File: src/rtl/div_unit_pkg.sv
// Shared definitions for the radix-2 restoring divider: bus widths, FSM
// states, start/ready encodings and a magnitude helper.
package div_unit_pkg;

  localparam int unsigned REG_BUS        = 32;
  localparam int unsigned DOUBLE_REG_BUS = 64;

  typedef logic [REG_BUS-1:0]        reg_bus_t;
  typedef logic [DOUBLE_REG_BUS-1:0] double_reg_bus_t;

  typedef enum logic [1:0] {
    DIV_FREE    = 2'b00,
    DIV_BY_ZERO = 2'b01,
    DIV_ON      = 2'b10,
    DIV_END     = 2'b11
  } div_state_t;

  localparam logic DIV_START            = 1'b1;
  localparam logic DIV_STOP             = 1'b0;
  localparam logic DIV_RESULT_READY     = 1'b1;
  localparam logic DIV_RESULT_NOT_READY = 1'b0;

  // Absolute value of a two's-complement operand when is_signed is set;
  // 0x80000000 maps to itself, which is the correct unsigned magnitude.
  function automatic reg_bus_t magnitude(input reg_bus_t v, input logic is_signed);
    return (is_signed && v[REG_BUS-1]) ? -v : v;
  endfunction

endpackage

File: src/rtl/div_unit_step.sv
// One restoring-division iteration: shift {rem, quo} left, trial-subtract the
// divisor from the upper 33 bits, keep or restore, and shift in the quotient bit.
module div_step
  import div_unit_pkg::*;
(
  input  logic [DOUBLE_REG_BUS-1:0] work,
  input  logic [REG_BUS-1:0]        divisor,
  output logic [DOUBLE_REG_BUS-1:0] next_work
);

  logic [REG_BUS:0] upper;
  logic             fits;

  // Trial subtraction and quotient-bit selection
  always_comb begin
    upper     = work[DOUBLE_REG_BUS-1:REG_BUS-1];
    fits      = (upper >= {1'b0, divisor});
    next_work = {fits ? (upper[REG_BUS-1:0] - divisor) : upper[REG_BUS-1:0],
                 work[REG_BUS-2:0], fits};
  end

endmodule

File: src/rtl/div_unit.sv
// Multi-cycle 32-bit divider for div/divu; returns {remainder, quotient}.
// Optional macro DIV_EARLY_EXIT_EN: skip iteration when |op1| < |op2|.
module div_unit
  import div_unit_pkg::*;
(
  input  logic                      clk,
  input  logic                      rst,
  input  logic                      signed_div_i,
  input  logic [REG_BUS-1:0]        opdata1_i,
  input  logic [REG_BUS-1:0]        opdata2_i,
  input  logic                      start_i,
  input  logic                      annul_i,
  output logic [DOUBLE_REG_BUS-1:0] result_o,
  output logic                      ready_o
);

  div_state_t      state, state_n;
  logic [4:0]      cnt, cnt_n;
  double_reg_bus_t work, work_n, step;
  reg_bus_t        divisor, divisor_n;
  logic            sign1, sign1_n, sign2, sign2_n;
  double_reg_bus_t result_n;
  logic            ready_n;
  reg_bus_t        mag1, mag2, quo_fix, rem_fix;
  logic            abort;

  assign mag1  = magnitude(opdata1_i, signed_div_i);
  assign mag2  = magnitude(opdata2_i, signed_div_i);
  assign abort = annul_i || (start_i == DIV_STOP);

  div_step u_step (
    .work      (work),
    .divisor   (divisor),
    .next_work (step)
  );

  // Sign correction of the final iteration's quotient and remainder
  always_comb begin
    quo_fix = (sign1 ^ sign2) ? -step[REG_BUS-1:0] : step[REG_BUS-1:0];
    rem_fix = sign1 ? -step[DOUBLE_REG_BUS-1:REG_BUS] : step[DOUBLE_REG_BUS-1:REG_BUS];
  end

  // Next-state and next-output logic
  always_comb begin
    state_n   = state;
    cnt_n     = cnt;
    work_n    = work;
    divisor_n = divisor;
    sign1_n   = sign1;
    sign2_n   = sign2;
    result_n  = result_o;
    ready_n   = ready_o;
    unique case (state)
      DIV_FREE: begin
        if (start_i == DIV_START && !annul_i) begin
          // DIV_BY_ZERO is a short countdown that publishes work on expiry:
          // zero divisor waits two edges with work = 0, early exit waits one.
          if (opdata2_i == '0) begin
            state_n = DIV_BY_ZERO;
            work_n  = '0;
            cnt_n   = 5'd0;
          end
`ifdef DIV_EARLY_EXIT_EN
          else if (mag1 < mag2) begin
            state_n = DIV_BY_ZERO;
            work_n  = {opdata1_i, {REG_BUS{1'b0}}};
            cnt_n   = 5'd1;
          end
`endif
          else begin
            state_n   = DIV_ON;
            work_n    = {{REG_BUS{1'b0}}, mag1};
            divisor_n = mag2;
            sign1_n   = signed_div_i & opdata1_i[REG_BUS-1];
            sign2_n   = signed_div_i & opdata2_i[REG_BUS-1];
            cnt_n     = 5'd0;
          end
        end
      end
      DIV_BY_ZERO: begin
        if (abort) begin
          state_n = DIV_FREE;
          cnt_n   = 5'd0;
        end else if (cnt == 5'd1) begin
          state_n  = DIV_END;
          result_n = work;
          ready_n  = DIV_RESULT_READY;
          cnt_n    = 5'd0;
        end else begin
          cnt_n = cnt + 5'd1;
        end
      end
      DIV_ON: begin
        if (abort) begin
          state_n = DIV_FREE;
          cnt_n   = 5'd0;
        end else begin
          work_n = step;
          cnt_n  = cnt + 5'd1;
          if (cnt == 5'd31) begin
            state_n  = DIV_END;
            result_n = {rem_fix, quo_fix};
            ready_n  = DIV_RESULT_READY;
            cnt_n    = 5'd0;
          end
        end
      end
      DIV_END: begin
        if (start_i == DIV_STOP) begin
          state_n  = DIV_FREE;
          result_n = '0;
          ready_n  = DIV_RESULT_NOT_READY;
        end
      end
      default: state_n = DIV_FREE;
    endcase
  end

  // State and registered-output update with synchronous active-low reset
  always_ff @(posedge clk) begin
    if (!rst) begin
      state    <= DIV_FREE;
      cnt      <= '0;
      work     <= '0;
      divisor  <= '0;
      sign1    <= 1'b0;
      sign2    <= 1'b0;
      result_o <= '0;
      ready_o  <= DIV_RESULT_NOT_READY;
    end else begin
      state    <= state_n;
      cnt      <= cnt_n;
      work     <= work_n;
      divisor  <= divisor_n;
      sign1    <= sign1_n;
      sign2    <= sign2_n;
      result_o <= result_n;
      ready_o  <= ready_n;
    end
  end

endmodule

File: config.mk
export PLATFORM = sky130hd
export DESIGN_NAME = div_unit
export DESIGN_NICKNAME = d
export VERILOG_FILES = /design/src/rtl/div_unit_pkg.sv /design/src/rtl/div_unit_step.sv /design/src/rtl/div_unit.sv
export SDC_FILE = /design/constraint.sdc
export NUM_CORES = 1
export LEC_CHECK = 0
export BUFFER_PORTS_ARGS = -buffer_cell sky130_fd_sc_hd__buf_2
export CORE_MARGIN = 3
export CORE_UTILIZATION = 50
export CTS_BUF_LIST = sky130_fd_sc_hd__clkbuf_8
export DETAILED_ROUTE_END_ITERATION = 16
export MAX_ROUTING_LAYER = met4
export PLACE_DENSITY = 0.7
export REMOVE_ABC_BUFFERS = 1
export SKIP_CTS_REPAIR_TIMING = 1
export SYNTH_ARGS = -nofsm -noshare
export SYNTH_HDL_FRONTEND = slang
export SYNTH_HIERARCHICAL = 1
export SYNTH_SLANG_ARGS = --single-unit
File: constraint.sdc
create_clock -name clk -period 5.9 [get_ports clk]
set_input_delay 1.18 -clock clk [delete_from_list [all_inputs] [get_ports clk]]
set_output_delay 1.18 -clock clk [all_outputs]
set_load 0.01 [all_outputs]
==> results of run 1 <==
==> per-stage QoR <==
stage | cell area, um2 | power [mW]
3_3_place_gp | 12900 | 5.15
3_5_place_dp | 12900 | 5.19
6_report | 13300 | 6.12
4_1_cts | 13300 | 6.09
5_1_grt | 13300 | 6.58
2_1_floorplan | 11600 | 4.10
==> worst max path at each step <==
stage / start / to / slack, ns / depth (start not counted)
2_1_floorplan: annul_i / result_o[2] / -0.54 / 5
3_3_place_gp: divisor[10] / result_o[63] / 0.89 / 17
3_5_place_dp: divisor[10] / result_o[61] / 0.73 / 18
4_1_cts: divisor[10] / result_o[61] / 0.70 / 18
5_1_grt: divisor[10] / result_o[63] / 0.15 / 17
6_report: divisor[10] / result_o[63] / 0.62 / 17
==> cells by family after synthesis <==
| family | count (synthesis) | share of synthesized area (%) |
|---|---|---|
| buf+inv | 200 | 7.34 |
| compound gates | 518 | 28.3 |
| flops | 170 | 27.6 |
| fa+ha+maj | 45 | 4.63 |
| simple gates | 484 | 19.4 |
| mux | 36 | 3.49 |
| xor+xnor | 130 | 9.24 |
==> worst register-to-register path: cells and delay by family (launching register included) <==
family / cells / cell delay [ns]
AO/OA/AOI/OAI: 6 / 1.14
XOR/XNOR: 1 / 0.17
adder cells (fa/ha/maj): 1 / 0.39
buffers and inverters: 2 / 0.46
flip-flops: 1 / 0.35
multiplexers: 1 / 0.45
AND/OR/NAND/NOR: 6 / 2.21
==> Yosys cell counts (44+ instances only) <==
library cell / n / area [um2]
ha_1: 44 / 551
dfxtp_1: 170 / 3400
nor2_1: 194 / 728
clkbuf_1: 99 / 372
o21ai_0: 138 / 691
a21oi_1: 100 / 500
nor3_1: 52 / 260
inv_1: 55 / 206
xnor2_1: 73 / 639
nand2_1: 87 / 327
xor2_1: 57 / 499
a221oi_1: 67 / 587
==> cells in the final DEF (no fill, tap or decap), types with 18 or more instances in the layout <==
master | synthesis | layout
xor2_1 | 57 | 57
buf_2 | 8 | 133
ha_1 | 44 | 43
o21ai_0 | 138 | 138
a221oi_1 | 67 | 67
inv_1 | 55 | 55
a211oi_1 | 22 | 21
mux2_2 | 20 | 20
a22oi_1 | 32 | 32
dfxtp_1 | 170 | 170
nor2_1 | 194 | 190
a21oi_1 | 100 | 100
xnor2_1 | 73 | 72
nor3_1 | 52 | 52
a31oi_1 | 39 | 39
buf_4 | 32 | 18
clkbuf_8 | 0 | 19
nand2_1 | 87 | 87
==> power breakdown <==
part           total, mW  internal, mW  switching, mW  leakage (nW)
clock              0.891         0.410          0.481         0.208
combinational       3.54          1.29           2.25          3.82
sequential          1.69          1.46          0.229          1.39
total               6.12          3.16           2.96          5.42
==> flip-flops by register name (all words and copies together), names as in the netlist <==
signal / count
divisor: 32
cnt: 5
sign1: 1
state: 2
result_o: 64
sign2: 1
ready_o: 1
work: 64
==> final cells by class <==
cell class / instances / area share [%]
clock buffers: 19 / 1.96
clock inverters: 13 / 1.16
inverters: 58 / 1.63
multi-input cells: 1213 / 60.6
flip-flops and latches: 170 / 25.5
well taps: 319 / 2.99
repair buffers: 152 / 6.15
==> routing by layer <==
layer  part of all wire, %  GRT usage [%]  wire length, um
met5                     0              -                0
met4                   1.8           7.65              649
met3                   6.4           3.43             2300
met2                    44           40.1            15800
met1                    48           40.2            17400
==> flow_summary.ini, run 1 <==
[outcome]
outcome = finished, final reports clean

[timing]
worst_pin_slew_ns = 0.930
whs_ns = 0.467
finalHoldViolations = 0
tns_ns = 0
rsz0062_at_grt = no
fin_crit_sh_pct = 89.5
relSlewSlack_pct = 37.8
layout_min_cycle_time_ns = 5.28
worst_clock_skew_ns = 0.0216
setup_slack_ns = 0.622
setup_violations = 0
max_freq_ghz = 0.189
final_max_slew_viol_count = 0

[floorplanning]
core_area_um2 = 23800
die-area_um2 = 26600
die_w_um = 163
ioPinCount = 134
die_y_um = 163
rows = 56
start_util_pct = 51.7

[layout]
utilization_pct = 56.0
instances_no_fill = 1944
multi_input_area_um2 = 8090
area_delta_synth_final_pct = 8.27
nNetsFinal = 1726
drive_gt1_share_pct = 15.8
diodes = 0
seq_area_um2 = 3400
fillers = 2288

[clocking]
cts_inserted_buffers = 17
cts.path.max_buffers = 2
clock-root-buffer = clkbuf_8
htree_levels = 4
clock_sinks = 170
clkTransAtPathRegs_ns = 0.10
insertion_delay_ns = 0.47
tritoncts = yes

[pwr]
ir_drop_uv = 294
p_leak_nw = 5.42
p_per_area_nw_per_um2 = 458

[routing]
viasPerCell = 6.24
first_pass_iters = 6
wl_um = 36200
vias = 12100
wire_per_inst_um = 18.6
drtIter0Drc = 1199
ant_nets = 0
drc = 0

[global_route]
grt_pass1_wl_um = 58500
grt_pass1_vias = 11200
grt_max_degree = 73
grt-ovfl-total = 0
grt_antenna_before_repair = 0
grt_usage_pct = 27.6

[placed_design]
port_buffers = 133
place_hpwl_um = 25100
dp.cells = 1912
gp_congestion = 0.965
dp_slack_ns = 0.730

[flow_run]
drv_cap = 0

[logic_synthesis]
ys_types = 82
synth_edf_count = 0
ys_ff_latch = 170
ys_seq_area_share_pct = 27.6
netlist_area_um2 = 12300
synth_ff_type = dfxtp_1
syn_area_per_cell_um2 = 7.79
synthArstFlopShare_pct = 0
synth_warnings = 6
syn_inst = 1583

[setup_path]
r2r_end = result_o[63]
path_cells = inv_1 -> ha_1 -> nand4_1 -> nor3_1 -> o211ai_1 -> nor4b_4 -> o21ai_2 -> a31oi_4 -> o21a_4 -> inv_2 -> mux2_2 -> or4_1 -> nor4_1 -> nand2_1 -> o31ai_1 -> xor2_1 -> a21oi_1
reg2reg_from = divisor[10]
critPathCaptureType = flip-flop
cp_max_fo = 24
path_class = flip-flop to flip-flop
cp_slowest_stage_delay_ns = 0.75
crit_buf_inv = 2
rr_worst_depth = 17
critical_path.top_delay_family = simple AND/OR/NAND/NOR gates
critical_path_arrival_ns = 5.63
required_ns = 6.25
r2r_setup_slack_ns = 0.62
crit_slowest_cell = or4_1
start_kind = flip-flop

[worst_hold_path]
min_from = divisor[31]
holdPathStages = 2
hold_path_end = divisor[31]
hp-class = flip-flop to flip-flop
No activity file was read; power rests on OpenSTA's default activity.
==> run 2: changes to the inputs <==
Settings changed: RECOVER_POWER set to 50.
==> run 2 against run 1 <==
The run now ends with capacitance limit, slew limit left. Design area shrank 1.2%. Total power shrank 1.4%. First-iteration DRC count grew 6.8%. Die area is the same. Register-to-register slack is essentially flat. Worst hold slack lost 0.0015 ns. Critical endpoint unchanged.
==> flow_summary.ini, run 2 (same netlist as run 1, synthesis figures left out) <==
[clocking]
cts_inserted_buffers = 17
clock_sinks = 170
tritoncts = yes
htree_levels = 4
clock-root-buffer = clkbuf_8
insertion_delay_ns = 0.47
clkTransAtPathRegs_ns = 0.10
cts.path.max_buffers = 2

[global_route]
grt_antenna_before_repair = 0
grt_pass1_wl_um = 58500
grt_max_degree = 73
grt_usage_pct = 27.6
grt_pass1_vias = 11200
grt-ovfl-total = 0

[pwr]
p_leak_nw = 5.14
p_per_area_nw_per_um2 = 457
ir_drop_uv = 258
p_total_mw = 6.03

[timing]
finalHoldViolations = 0
layout_min_cycle_time_ns = 5.28
relSlewSlack_pct = -62.1
rsz0062_at_grt = no
worst_pin_slew_ns = 2.42
fin_crit_sh_pct = 89.5
whs_ns = 0.465
tns_ns = 0
max_freq_ghz = 0.189
final_max_slew_viol_count = 130
worst_clock_skew_ns = 0.0225
setup_violations = 0

[routing]
first_pass_iters = 7
wire_per_inst_um = 18.6
drc = 0
wl_um = 36200
vias = 12100
drtIter0Drc = 1281
ant_nets = 0
viasPerCell = 6.23

[floorplanning]
core_area_um2 = 23800
ioPinCount = 134
die-area_um2 = 26600
start_util_pct = 51.7
rows = 56
die_y_um = 163
die_w_um = 163

[layout]
layout_commonest_cell = nor2_1
nNetsFinal = 1726
diodes = 0
layout_common_cells = nor2_1 (191), dfxtp_1 (170), o21ai_0 (138)
largest_registers = result_o: 64 flops, work: 64 flops, divisor: 32 flops
drive_gt1_share_pct = 11.2
fillers = 2331
instances_no_fill = 1944
area_delta_synth_final_pct = 6.94

[setup_path]
r2r_setup_slack_ns = 0.62
cp_max_fo = 24
reg2reg_from = divisor[10]
rr_worst_depth = 17
critical_path_arrival_ns = 5.62
required_ns = 6.24
path_class = flip-flop to flip-flop
crit_start = divisor[10]
critPathCaptureType = flip-flop
r2r_end = result_o[63]
start_kind = flip-flop

[placed_design]
dp.cells = 1912
port_buffers = 133
gp_congestion = 0.965
place_hpwl_um = 25100

[flow_run]
drv_cap = 4

[outcome]
outcome = finished with violations
violations = capacitance limit, slew limit

[worst_hold_path]
min_from = divisor[31]
hold_path_end = divisor[31]
hp-class = flip-flop to flip-flop
holdPathStages = 2
## run 2: changes by cell type in the layout (fill, tap and decap cells not counted), moves of 2 or more
cell / before / now
buf_2: 133 / 67
buf_4: 18 / 15
clkbuf_1: 0 / 68
clkbuf_2: 0 / 2
nor2_4: 3 / 1
nor4_1: 17 / 19
nor4_2: 6 / 4
## run 2: worst max path at each step
stage,slack [ns],end,cells after the start
after floorplan,-0.54,result_o[2],5
after CTS,0.70,result_o[61],18
after global routing,0.09,result_o[32],7
final,0.62,result_o[63],17
after detailed placement,0.73,result_o[61],18
after global placement,0.89,result_o[63],17
## run 2: power breakdown
group | internal (mW) | total, mW | switching, mW
registers | 1.46 | 1.69 | 0.233
logic | 1.21 | 3.45 | 2.23
clock network | 0.409 | 0.892 | 0.483
## run 2: metrics by stage
| step | instance area [um2] | utilization, % | setup WS [ns] |
|---|---|---|---|
| floorplan | 11600 | - | -0.544 |
| global placement | 12900 | 54.3 | 0.888 |
| detailed placement | 12900 | 54.3 | 0.730 |
| CTS | 13300 | 56.0 | 0.702 |
| global route | 13200 | 55.3 | 0.0857 |
| finish | 13200 | 55.3 | 0.622 |
## run 2: worst max-delay path, stage by stage, from the launching register on
cell	delay [ns]
dfxtp_1	0.35
inv_1	0.05
ha_1	0.39
nand4_1	0.20
nor3_1	0.32
o211ai_1	0.17
nor4b_4	0.17
o21ai_2	0.19
a31oi_4	0.13
o21a_4	0.26
inv_2	0.40
mux2_2	0.44
or4_1	0.74
nor4_1	0.61
nand2_1	0.16
o31ai_1	0.30
xor2_1	0.18
a21oi_1	0.08
## run 2: area by class of cell
| class | count | area (um2) | area share [%] |
|---|---|---|---|
| timing repair buffer | 152 | 713 | 5.41 |
| sequential | 170 | 3400 | 25.8 |
| inverter | 58 | 218 | 1.65 |
| clock inverter | 13 | 155 | 1.18 |
| multi-input combinational | 1213 | 8030 | 60.9 |
| tap | 319 | 399 | 3.03 |
| clock buffer | 19 | 262 | 1.98 |
## run 2: routing by layer
metal	vias to the layer above	wire length, um	global-route usage [%]	part of all wire (%)
met1	5702	17300	40.2	48
met3	53	2550	3.43	7.1
li1	5889	-	-	-
met5	-	0	-	0
met4	0	684	7.65	1.9
met2	472	15700	40.1	43
